## src/rtl/convergence_pkg.sv

```systemverilog
// convergence_pkg
// Shared definitions for the convergence monitor:
//   - conv_state_t : monitor FSM state encoding
//   - DEFAULT_THRESHOLD : 1.0 expressed in Q8.8
package convergence_pkg;

  typedef enum logic [1:0] {
    IDLE  = 2'd0,
    PRIME = 2'd1,
    RUN   = 2'd2,
    DONE  = 2'd3
  } conv_state_t;

  localparam logic [15:0] DEFAULT_THRESHOLD = 16'h0100;

endpackage

```

## src/rtl/conv_lane.sv

```systemverilog
// conv_lane
// Per-parameter change metric and threshold compare.
// Ports:
//   param     in  DATA_W  current signed value
//   prev      in  DATA_W  previously accepted signed value
//   step      in  DATA_W  signed step size
//   use_step  in  1       1: metric = |step|, 0: metric = |param - prev|
//   threshold in  DATA_W  unsigned pass threshold
//   metric    out DATA_W  unsigned magnitude of the selected change measure
//   pass      out 1       metric strictly below threshold
module conv_lane #(
  parameter int DATA_W = 16
) (
  input  logic [DATA_W-1:0] param,
  input  logic [DATA_W-1:0] prev,
  input  logic [DATA_W-1:0] step,
  input  logic              use_step,
  input  logic [DATA_W-1:0] threshold,
  output logic [DATA_W-1:0] metric,
  output logic              pass
);

  logic [DATA_W:0]   diff;
  logic [DATA_W:0]   diff_mag;
  logic [DATA_W-1:0] diff_metric;
  logic [DATA_W-1:0] step_mag;

  // Difference taken one bit wider than the operands so opposite-sign
  // extremes (e.g. 0x7FFF vs 0x8000) cannot wrap.
  assign diff     = {param[DATA_W-1], param} - {prev[DATA_W-1], prev};
  assign diff_mag = diff[DATA_W] ? (~diff + {{DATA_W{1'b0}}, 1'b1}) : diff;

  // A magnitude that does not fit in DATA_W bits clips to all ones.
  assign diff_metric = diff_mag[DATA_W] ? {DATA_W{1'b1}} : diff_mag[DATA_W-1:0];

  // Read as unsigned, the negation of the most negative step is exactly
  // its magnitude, so no saturation is needed here.
  assign step_mag = step[DATA_W-1] ? (~step + {{(DATA_W-1){1'b0}}, 1'b1}) : step;

  assign metric = use_step ? step_mag : diff_metric;
  assign pass   = (metric < threshold);

endmodule

```

## src/rtl/convergence_monitor.sv

```systemverilog
// convergence_monitor
// Watches a vector of fixed-point parameters sample by sample and decides
// when they have settled (every lane below threshold for `patience`
// consecutive samples) or when the sample budget MAX_ITER is spent.
// Ports:
//   clk, rst_n       clock, asynchronous active-low reset
//   start            begin a new run (latches threshold/patience/method)
//   sample_valid     a sample is presented this cycle
//   params_flat      NUM_PARAMS signed values, lane i at [i*DATA_W +: DATA_W]
//   steps_flat       NUM_PARAMS signed step sizes, same packing
//   use_step_method  1: judge by |step|, 0: judge by |param - prev|
//   threshold        unsigned per-lane pass threshold
//   patience         consecutive passing samples required (0 acts as 1)
//   busy, done       run in progress / run finished
//   converged        run ended by convergence
//   timeout          run ended by exhausting MAX_ITER samples
//   iter_count       accepted samples in this run
//   streak           current run of consecutive passing samples
//   max_change       largest lane metric of the last evaluated sample
//   max_idx          lane holding max_change (lowest index on ties)
module convergence_monitor
  import convergence_pkg::*;
#(
  parameter int NUM_PARAMS = 4,
  parameter int DATA_W     = 16,
  parameter int MAX_ITER   = 50,
  parameter int PATIENCE_W = 4,
  localparam int ITER_W    = $clog2(MAX_ITER + 1),
  localparam int IDX_W     = (NUM_PARAMS > 1) ? $clog2(NUM_PARAMS) : 1
) (
  input  logic                         clk,
  input  logic                         rst_n,
  input  logic                         start,
  input  logic                         sample_valid,
  input  logic [NUM_PARAMS*DATA_W-1:0] params_flat,
  input  logic [NUM_PARAMS*DATA_W-1:0] steps_flat,
  input  logic                         use_step_method,
  input  logic [DATA_W-1:0]            threshold,
  input  logic [PATIENCE_W-1:0]        patience,
  output logic                         busy,
  output logic                         done,
  output logic                         converged,
  output logic                         timeout,
  output logic [ITER_W-1:0]            iter_count,
  output logic [PATIENCE_W-1:0]        streak,
  output logic [DATA_W-1:0]            max_change,
  output logic [IDX_W-1:0]             max_idx
);

  conv_state_t state_reg, state_next;

  logic                         busy_reg, busy_next;
  logic                         done_reg, done_next;
  logic                         converged_reg, converged_next;
  logic                         timeout_reg, timeout_next;
  logic [ITER_W-1:0]            iter_reg, iter_next;
  logic [PATIENCE_W-1:0]        streak_reg, streak_next;
  logic [DATA_W-1:0]            max_change_reg, max_change_next;
  logic [IDX_W-1:0]             max_idx_reg, max_idx_next;
  logic [NUM_PARAMS*DATA_W-1:0] prev_reg, prev_next;
  logic [DATA_W-1:0]            threshold_reg, threshold_next;
  logic [PATIENCE_W-1:0]        patience_reg, patience_next;
  logic                         use_step_reg, use_step_next;

  logic [DATA_W-1:0]     lane_metric [NUM_PARAMS];
  logic [NUM_PARAMS-1:0] lane_pass;
  logic [DATA_W-1:0]     top_metric;
  logic [IDX_W-1:0]      top_lane;
  logic [PATIENCE_W-1:0] eff_patience;

  generate
    for (genvar gi = 0; gi < NUM_PARAMS; gi++) begin : g_lane
      conv_lane #(.DATA_W(DATA_W)) u_lane (
        .param     (params_flat[gi*DATA_W +: DATA_W]),
        .prev      (prev_reg[gi*DATA_W +: DATA_W]),
        .step      (steps_flat[gi*DATA_W +: DATA_W]),
        .use_step  (use_step_reg),
        .threshold (threshold_reg),
        .metric    (lane_metric[gi]),
        .pass      (lane_pass[gi])
      );
    end
  endgenerate

  // Argmax over lanes; strict '>' keeps the lowest index on ties.
  always_comb begin
    top_metric = lane_metric[0];
    top_lane   = '0;
    for (int i = 1; i < NUM_PARAMS; i++) begin
      if (lane_metric[i] > top_metric) begin
        top_metric = lane_metric[i];
        top_lane   = IDX_W'(i);
      end
    end
  end

  assign eff_patience = (patience_reg == '0) ? PATIENCE_W'(1) : patience_reg;

  always_comb begin
    logic evaluate;
    logic conv_hit;
    logic [PATIENCE_W-1:0] streak_upd;

    state_next      = state_reg;
    converged_next  = converged_reg;
    timeout_next    = timeout_reg;
    iter_next       = iter_reg;
    streak_next     = streak_reg;
    max_change_next = max_change_reg;
    max_idx_next    = max_idx_reg;
    prev_next       = prev_reg;
    threshold_next  = threshold_reg;
    patience_next   = patience_reg;
    use_step_next   = use_step_reg;
    evaluate        = 1'b0;
    conv_hit        = 1'b0;
    streak_upd      = streak_reg;

    if (start) begin
      state_next      = PRIME;
      converged_next  = 1'b0;
      timeout_next    = 1'b0;
      iter_next       = '0;
      streak_next     = '0;
      max_change_next = '0;
      max_idx_next    = '0;
      prev_next       = '0;
      threshold_next  = threshold;
      patience_next   = patience;
      use_step_next   = use_step_method;
    end else if (sample_valid && (state_reg == PRIME || state_reg == RUN)) begin
      prev_next = params_flat;
      if (iter_reg != ITER_W'(MAX_ITER)) begin
        iter_next = iter_reg + ITER_W'(1);
      end

      // The first diff-method sample has no valid predecessor, so it only
      // primes the prev store.
      evaluate = !(state_reg == PRIME && !use_step_reg);

      if (evaluate) begin
        if (&lane_pass) begin
          streak_upd = (streak_reg == '1) ? streak_reg : streak_reg + PATIENCE_W'(1);
        end else begin
          streak_upd = '0;
        end
        streak_next     = streak_upd;
        max_change_next = top_metric;
        max_idx_next    = top_lane;
        conv_hit        = (streak_upd >= eff_patience);
      end

      if (conv_hit) begin
        converged_next = 1'b1;
        state_next     = DONE;
      end else if (iter_next == ITER_W'(MAX_ITER)) begin
        timeout_next = 1'b1;
        state_next   = DONE;
      end else begin
        state_next = RUN;
      end
    end

    busy_next = (state_next == PRIME) || (state_next == RUN);
    done_next = (state_next == DONE);
  end

  always_ff @(posedge clk or negedge rst_n) begin
    if (!rst_n) begin
      state_reg      <= IDLE;
      busy_reg       <= 1'b0;
      done_reg       <= 1'b0;
      converged_reg  <= 1'b0;
      timeout_reg    <= 1'b0;
      iter_reg       <= '0;
      streak_reg     <= '0;
      max_change_reg <= '0;
      max_idx_reg    <= '0;
      prev_reg       <= '0;
      threshold_reg  <= '0;
      patience_reg   <= '0;
      use_step_reg   <= 1'b0;
    end else begin
      state_reg      <= state_next;
      busy_reg       <= busy_next;
      done_reg       <= done_next;
      converged_reg  <= converged_next;
      timeout_reg    <= timeout_next;
      iter_reg       <= iter_next;
      streak_reg     <= streak_next;
      max_change_reg <= max_change_next;
      max_idx_reg    <= max_idx_next;
      prev_reg       <= prev_next;
      threshold_reg  <= threshold_next;
      patience_reg   <= patience_next;
      use_step_reg   <= use_step_next;
    end
  end

  assign busy       = busy_reg;
  assign done       = done_reg;
  assign converged  = converged_reg;
  assign timeout    = timeout_reg;
  assign iter_count = iter_reg;
  assign streak     = streak_reg;
  assign max_change = max_change_reg;
  assign max_idx    = max_idx_reg;

endmodule

```

## config.mk

```make
export PLATFORM = sky130hd
export DESIGN_NAME = convergence_monitor
export DESIGN_NICKNAME = d
export VERILOG_FILES = /design/src/rtl/convergence_pkg.sv /design/src/rtl/conv_lane.sv /design/src/rtl/convergence_monitor.sv
export SDC_FILE = /design/constraint.sdc
export NUM_CORES = 1
export LEC_CHECK = 0
export ABC_AREA = 0
export CAP_MARGIN = 0
export CELL_PAD_IN_SITES_DETAIL_PLACEMENT = 0
export CELL_PAD_IN_SITES_GLOBAL_PLACEMENT = 1
export CORE_ASPECT_RATIO = 1.4
export CORE_MARGIN = 3
export CORE_UTILIZATION = 30
export CTS_BUF_LIST = sky130_fd_sc_hd__clkbuf_8 sky130_fd_sc_hd__clkbuf_16
export DETAILED_ROUTE_END_ITERATION = 7
export PLACE_DENSITY_LB_ADDON = 0.05
export RECOVER_POWER = 25
export SYNTH_ARGS = -nofsm -noshare
export SYNTH_HDL_FRONTEND = slang
export SYNTH_SLANG_ARGS = --single-unit
```

## constraint.sdc

```tcl
create_clock -name clk -period 12.56 [get_ports clk]
set_input_delay 1.884 -clock clk [delete_from_list [all_inputs] [get_ports clk]]
set_output_delay 1.884 -clock clk [all_outputs]
set_load 0.1 [all_outputs]
```

Yosys cells after proc, flatten, opt, wreduce, memory -nomap -nowiden
Cells that the tools add are included.
{"block": "op_classes", "n_addsub": 14, "n_mul": 0, "n_div": 0, "magnitude_cmp": 8, "eq_ne": 10, "n_shift": 0, "n_mux": 58, "n_bitwise": 8, "n_reduce_logical": 13}
{"op": "$mux W16", "count": 18}
{"op": "$mux W64", "count": 2}
{"op": "$add A17 B1 Y17 const B", "count": 4}
{"op": "$mux W17", "count": 4}
{"op": "$not A17 Y17", "count": 4}
{"op": "$sub A16 B16 Y17", "count": 4}
{"op": "$add A16 B1 Y16 const B", "count": 4}
{"op": "$lt A16 B16 Y1", "count": 4}
{"op": "$not A16 Y16", "count": 4}
{"op": "$gt A16 B16 Y1", "count": 3}
{"op": "$mux W4", "count": 9}
{"op": "$mux W6", "count": 5}
{"op": "$mux W2", "count": 7}
{"op": "$mux W1", "count": 13}
{"op": "$add A6 B1 Y6 const B", "count": 1}
{"op": "$eq A2 B2 Y1 const B", "count": 3}
{"op": "$eq A6 B6 Y1 const B", "count": 1}
{"op": "$ne A6 B6 Y1 const B", "count": 1}
{"op": "$reduce_bool A2 Y1", "count": 3}
{"op": "$add A4 B1 Y4 const B", "count": 1}
{"op": "$eq A2 B1 Y1 const B", "count": 2}
{"op": "$eq A4 B4 Y1 const B", "count": 1}
{"op": "$ge A4 B4 Y1", "count": 1}
{"op": "$logic_not A4 Y1", "count": 1}
{"op": "7 further kinds", "count": 11}
{"block": "word_totals", "reg_bits": 119, "latchBits": 0, "ram_bits": 0, "rom_bits": 0, "in_bits": 153, "out_inout_bits": 32, "elab_cells": 124, "n_memories": 0}

Logic depth before layout (Yosys ltp)
{"block": "depth", "word_depth": 21, "depth_mapped": 48, "mapped_depth_nobuf": 43}

Modules after synthesis
Synthesis repeated with hierarchy kept, for this count alone.
{"block": "hier_totals", "hier_cells": 2144, "area_unflattened_um2": 16585.9}
{"mod": "convergence_monitor", "instances": 1, "cells_per_inst": 795, "area_each_um2": 7178.1, "seq_area_each_um2": 2977.9}
{"mod": "conv_lane (g_lane[2].u_lane ...)", "instances": 2, "cells_per_inst": 349, "area_each_um2": 2424.8, "seq_area_each_um2": 0.0}
{"mod": "conv_lane (g_lane[1].u_lane)", "instances": 1, "cells_per_inst": 331, "area_each_um2": 2304.7, "seq_area_each_um2": 0.0}
{"mod": "conv_lane (g_lane[0].u_lane)", "instances": 1, "cells_per_inst": 320, "area_each_um2": 2253.4, "seq_area_each_um2": 0.0}

Worst setup path after synthesis
OpenSTA, ideal clock, no wires.
{"block": "synth_path", "path_type": "input-to-reg", "from": "input params_flat[0]", "to": "register max_change_reg[8], in the netlist max_change[8]", "setup_time_ns": 0.066, "t_arrival_ns": 10.842, "required_time_ns": 12.494, "slack_ns": 1.652, "path_stages": 46, "path_buffers": 6, "cell_sequence": "inv_1 > ha_1 > fa_1 > nand2b_1 > a21oi_1 > nor2_1 > xnor2_1 > nor4_2 > nand3_1 > o31a_1 > buf_2 > a22o_1 > ha_1 > a21o_1 > a21o_1 > a21o_1 > a21oi_1 > o21ai_0 > [... 10 more ...] > a21boi_0 > o221ai_1 > clkbuf_1 > clkbuf_1 > nor2_1 > a21o_1 > ha_1 > a21o_1 > a21o_1 > a21oi_1 > nor2_1 > nor4_1 > o31ai_1 > and2_1 > clkbuf_1 > nor3_1 > a22o_1 > a221o_1"}
{"block": "synth_between", "elab_chain_cells": 15}
{"item": "from (decl)", "line": "convergence_monitor.sv:35", "text": "input logic [NUM_PARAMS*DATA_W-1:0] params_flat,"}
{"item": "$sub A16 B16 Y17 (*)", "line": "conv_lane.sv:30", "text": "assign diff = {param[DATA_W-1], param} - {prev[DATA_W-1], prev};"}
{"item": "$not A17 Y17", "line": "conv_lane.sv:31", "text": "assign diff_mag = diff[DATA_W] ? (~diff + {{DATA_W{1'b0}}, 1'b1}) : diff;"}
{"item": "$add A17 B1 Y17", "line": "conv_lane.sv:31"}
{"item": "$mux W17 (*)", "line": "conv_lane.sv:31"}
{"item": "$mux W16 (*)", "line": "conv_lane.sv:34", "text": "assign diff_metric = diff_mag[DATA_W] ? {DATA_W{1'b1}} : diff_mag[DATA_W-1:0];"}
{"item": "$mux W16 (*)", "line": "conv_lane.sv:40", "text": "assign metric = use_step ? step_mag : diff_metric;"}
{"item": "$gt A16 B16 Y1", "line": "convergence_monitor.sv:90", "text": "if (lane_metric[i] > top_metric) begin"}
{"item": "$mux W16 (*)", "line": "convergence_monitor.sv:90"}
{"item": "$gt A16 B16 Y1", "line": "convergence_monitor.sv:90"}
{"item": "$mux W16 (*)", "line": "convergence_monitor.sv:90"}
{"item": "$gt A16 B16 Y1", "line": "convergence_monitor.sv:90"}
{"item": "$mux W16 (*)", "line": "convergence_monitor.sv:90"}
{"item": "$mux W16 (*)", "line": "convergence_monitor.sv:141", "text": "if (evaluate) begin"}
{"item": "$mux W16 (*)", "line": "convergence_monitor.sv:131", "text": "end else if (sample_valid && (state_reg == PRIME || state_reg == RUN)) begin"}
{"item": "$mux W16 (*)", "line": "convergence_monitor.sv:119", "text": "if (start) begin"}
{"item": "to (signal assigned)", "line": "convergence_monitor.sv:191", "text": "max_change_reg <= max_change_next;"}
{"item": "to (decl)", "line": "convergence_monitor.sv:58", "text": "logic [DATA_W-1:0] max_change_reg, max_change_next;"}
Every way passes the cells marked *; elsewhere a longest branch is shown, timed or not. The select of a mux whose other input is x is not followed.
A chain may end at the register's enable or synchronous reset.

Final worst setup path
{"block": "layout_path", "from": "input params_flat[0]", "to": "register max_change_reg[3], in the netlist max_change[3]"}
Same word-level chain as after synthesis.

==> flow_summary.toml <==
[clock_network]
cts.clk_slew.worst_paths_ns = 0.06
htreeDepth = 4
insertion_delay_ns = 0.46
cts_made_buffers = 17
cts_tree = "done"
post_cts_buffers = 0
ctsResizeCount = 0
clockRootBuffer = "clkbuf_16"
cts.path.max_buffers = 2
cts_hold_buf = 0
clock-sinks = 119

[logic_synthesis]
synth_cells = 2033
synth_xor_area_share_pct = 7.87
ys.flop_type = "dfrtp_1"
yosysWarnings = 0
syn_area_sq_um = 15500
yosysMostFrequentCell = "nand2_1"
yosys.cell_types.count = 91
synthSimpleGateAreaFrac_pct = 21.2
yosys.area_share.adder_pct = 16.0
synth_area_leader_cell = "dfrtp_1"
ys_seq_elements = 119
synthArstFlopShare_pct = 100
ys_top_cells_by_count = "nand2_1, ha_1, a21oi_1"
syn_nets = 2381
synth_edf_count = 0
synth_top_family_by_area = "compound AO/OA/AOI/OAI gates"
synth.area.top_cells = "dfrtp_1, ha_1, nand2_1"
synth-compound-area-share_pct = 27.9
synthMuxAreaShare_pct = 1.90
synth_top_area_share_pct = 19.2
synth-seq-area-share_pct = 19.2
syn_area_per_cell_sq_um = 7.61

[timing]
fmax_mhz = 86.8
layout_min_cycle_time_ns = 11.52
hold_viol = 0
worstMarginPinSlew_ns = 3.34
post-route-period-util_pct = 91.7
fin_tns_setup_ns = 0
clock_skew_ns = 0.0152
maxSlewViolCount = 110
fin_hold_ws_ns = 0.483
setup_viol = 0
slew-limit-headroom_pct = -123
rsz0062_at_grt = "false"

[routing]
drt_iter0_markers = 730
ant_nets = 0
drc = 0
wl_per_cell_um = 21.3
routed_via_density = 5.49
firstDrtPassIters = 6
vias = 15500
routed_wl_mm = 60.1

[worst_setup_path]
cp_slowest_stage_delay_ns = 0.60
end_kind = "register"
regToRegSetupSlack_ns = 2.60
path_class = "input pin to register"
cp-start-kind = "input pin"
required_ns = 12.95
worstRegToRegCells = 41
arrival_ns = 11.92
critPathMaxFanout = 20
crit_slowest_cell = "nor3_1"

[global_route]
grt_use_total_pct = 22.2
first_global_vias = 15800
antenna_found_initial = 0
grt_pass1_wl_mm = 92.3
grt_overflow = 0
grt_max_degree = 73

[pwr]
worst_ir_drop_vdd_mv = 0.112
total_power_uw = 3120
p_per_area_nw_per_um2 = 168
p_leak_uw = 0.00788

[floorplan]
die_w_um = 198
initial_utilization_pct = 30.6
die_area_sq_um = 54400
io_pins = 185
num_rows = 97
core_sq_um = 50500
die_y_um = 275

[status]
status = "finished, violations left"
violations = "capacitance limit, slew limit"

[finish]
area_delta_synth_final_pct = 20.2
largest_register_ffs = 64
drive_gt1_share_pct = 5.27
fillers = 5365
seq_area_sq_um = 2980
multi_input_area_sq_um = 11600
diodes = 0
nNetsFinal = 2517

[worst_hold_path]
holdPathStages = 2
hp-class = "register to register"

[placement]
dp_hpwl_mm = 48.9
gp_congestion = 0.886
port_buffers = 184

[job]
cap_violations = 2
[power by group]
part	switching, uW	internal, uW	total (uW)
combinational	1300	771	2070
clock	216	368	583
sequential	36.3	431	467
[logic make-up (layout without fill, tap and decap cells)]
family          count (synthesis)  after routing
flops                         119            119
compound gates                631            631
mux                            27             27
xor+xnor                      139            139
fa+ha+maj                     195            195
simple gates                  686            686
buf+inv                       236            385
[per-layer routing]
metal / share of wire, % / wire, um / GRT usage, %
met5: 0 / 0 / 0
met4: 5.7 / 3430 / 11.6
met3: 4.3 / 2590 / 4.18
met2: 50 / 30100 / 39.8
met1: 40 / 24000 / 24.7
[layout by cell type (no fill, tap or decap), types with 9 or more instances in the layout]
cell type	count
a21oi_1	166
nor3_1	31
nand3_1	46
a22o_1	13
dfrtp_1	118
o21ai_0	88
xor2_1	86
o41ai_1	12
a21o_1	67
a22oi_1	27
nand4_1	30
or4_1	12
clkdlybuf4s50_1	172
and3_1	21
inv_1	150
o211ai_1	22
nand2_1	300
clkbuf_16	17
a221o_1	9
xnor2_1	53
dlygate4sd3_1	10
or3_1	22
buf_4	19
ha_1	191
o22ai_1	15
mux2_2	11
mux2i_1	14
a211oi_1	18
nor4_1	16
o21a_1	24
nor2b_1	23
or2_2	11
o31ai_1	34
nor2_1	105
and2_1	18
nand2b_1	15
a31oi_1	15
[path summary, 6_finish.rpt]
| check | startpoint | to |
|---|---|---|
| setup / recovery | params_flat[0] | max_change[3] |
| hold / removal | max_idx[1] | max_idx[1] |
| setup reg to reg | prev_reg[0] | max_change[3] |
| hold reg to reg | max_idx[1] | max_idx[1] |
| max in group asynchronous | rst_n | use_step_reg |
| min in group asynchronous | rst_n | prev_reg[52] |
[area by class of cell]
class,count,area share (%)
multi-input combinational,1678,62.4
clock inverter,12,1.07
tap,643,4.33
sequential,119,16.0
timing repair buffer,204,10.6
clock buffer,20,2.51
inverter,149,3.01
[worst max-delay path: cells and delay by family]
family / cells / cell delay, ns
AOI/OAI and AO/OA: 18 / 4.27
and+or+nand+nor: 14 / 2.96
adders and majority gates: 5 / 1.35
buffers and inverters: 4 / 0.85
muxes: 1 / 0.37
xor gates and xnor gates: 1 / 0.21
[per-stage QoR]
stage,instances,util (%),setup WS (ns),cell area [sq um]
floorplan,2033,-,1.65,15500
global placement,2793,35.5,0.780,17900
detailed placement,2793,35.5,0.717,17900
CTS,2825,36.9,1.16,18600
global route,2825,36.8,0.533,18600
finish,2825,36.8,1.04,18600
No activity file was read; power rests on OpenSTA's default activity.
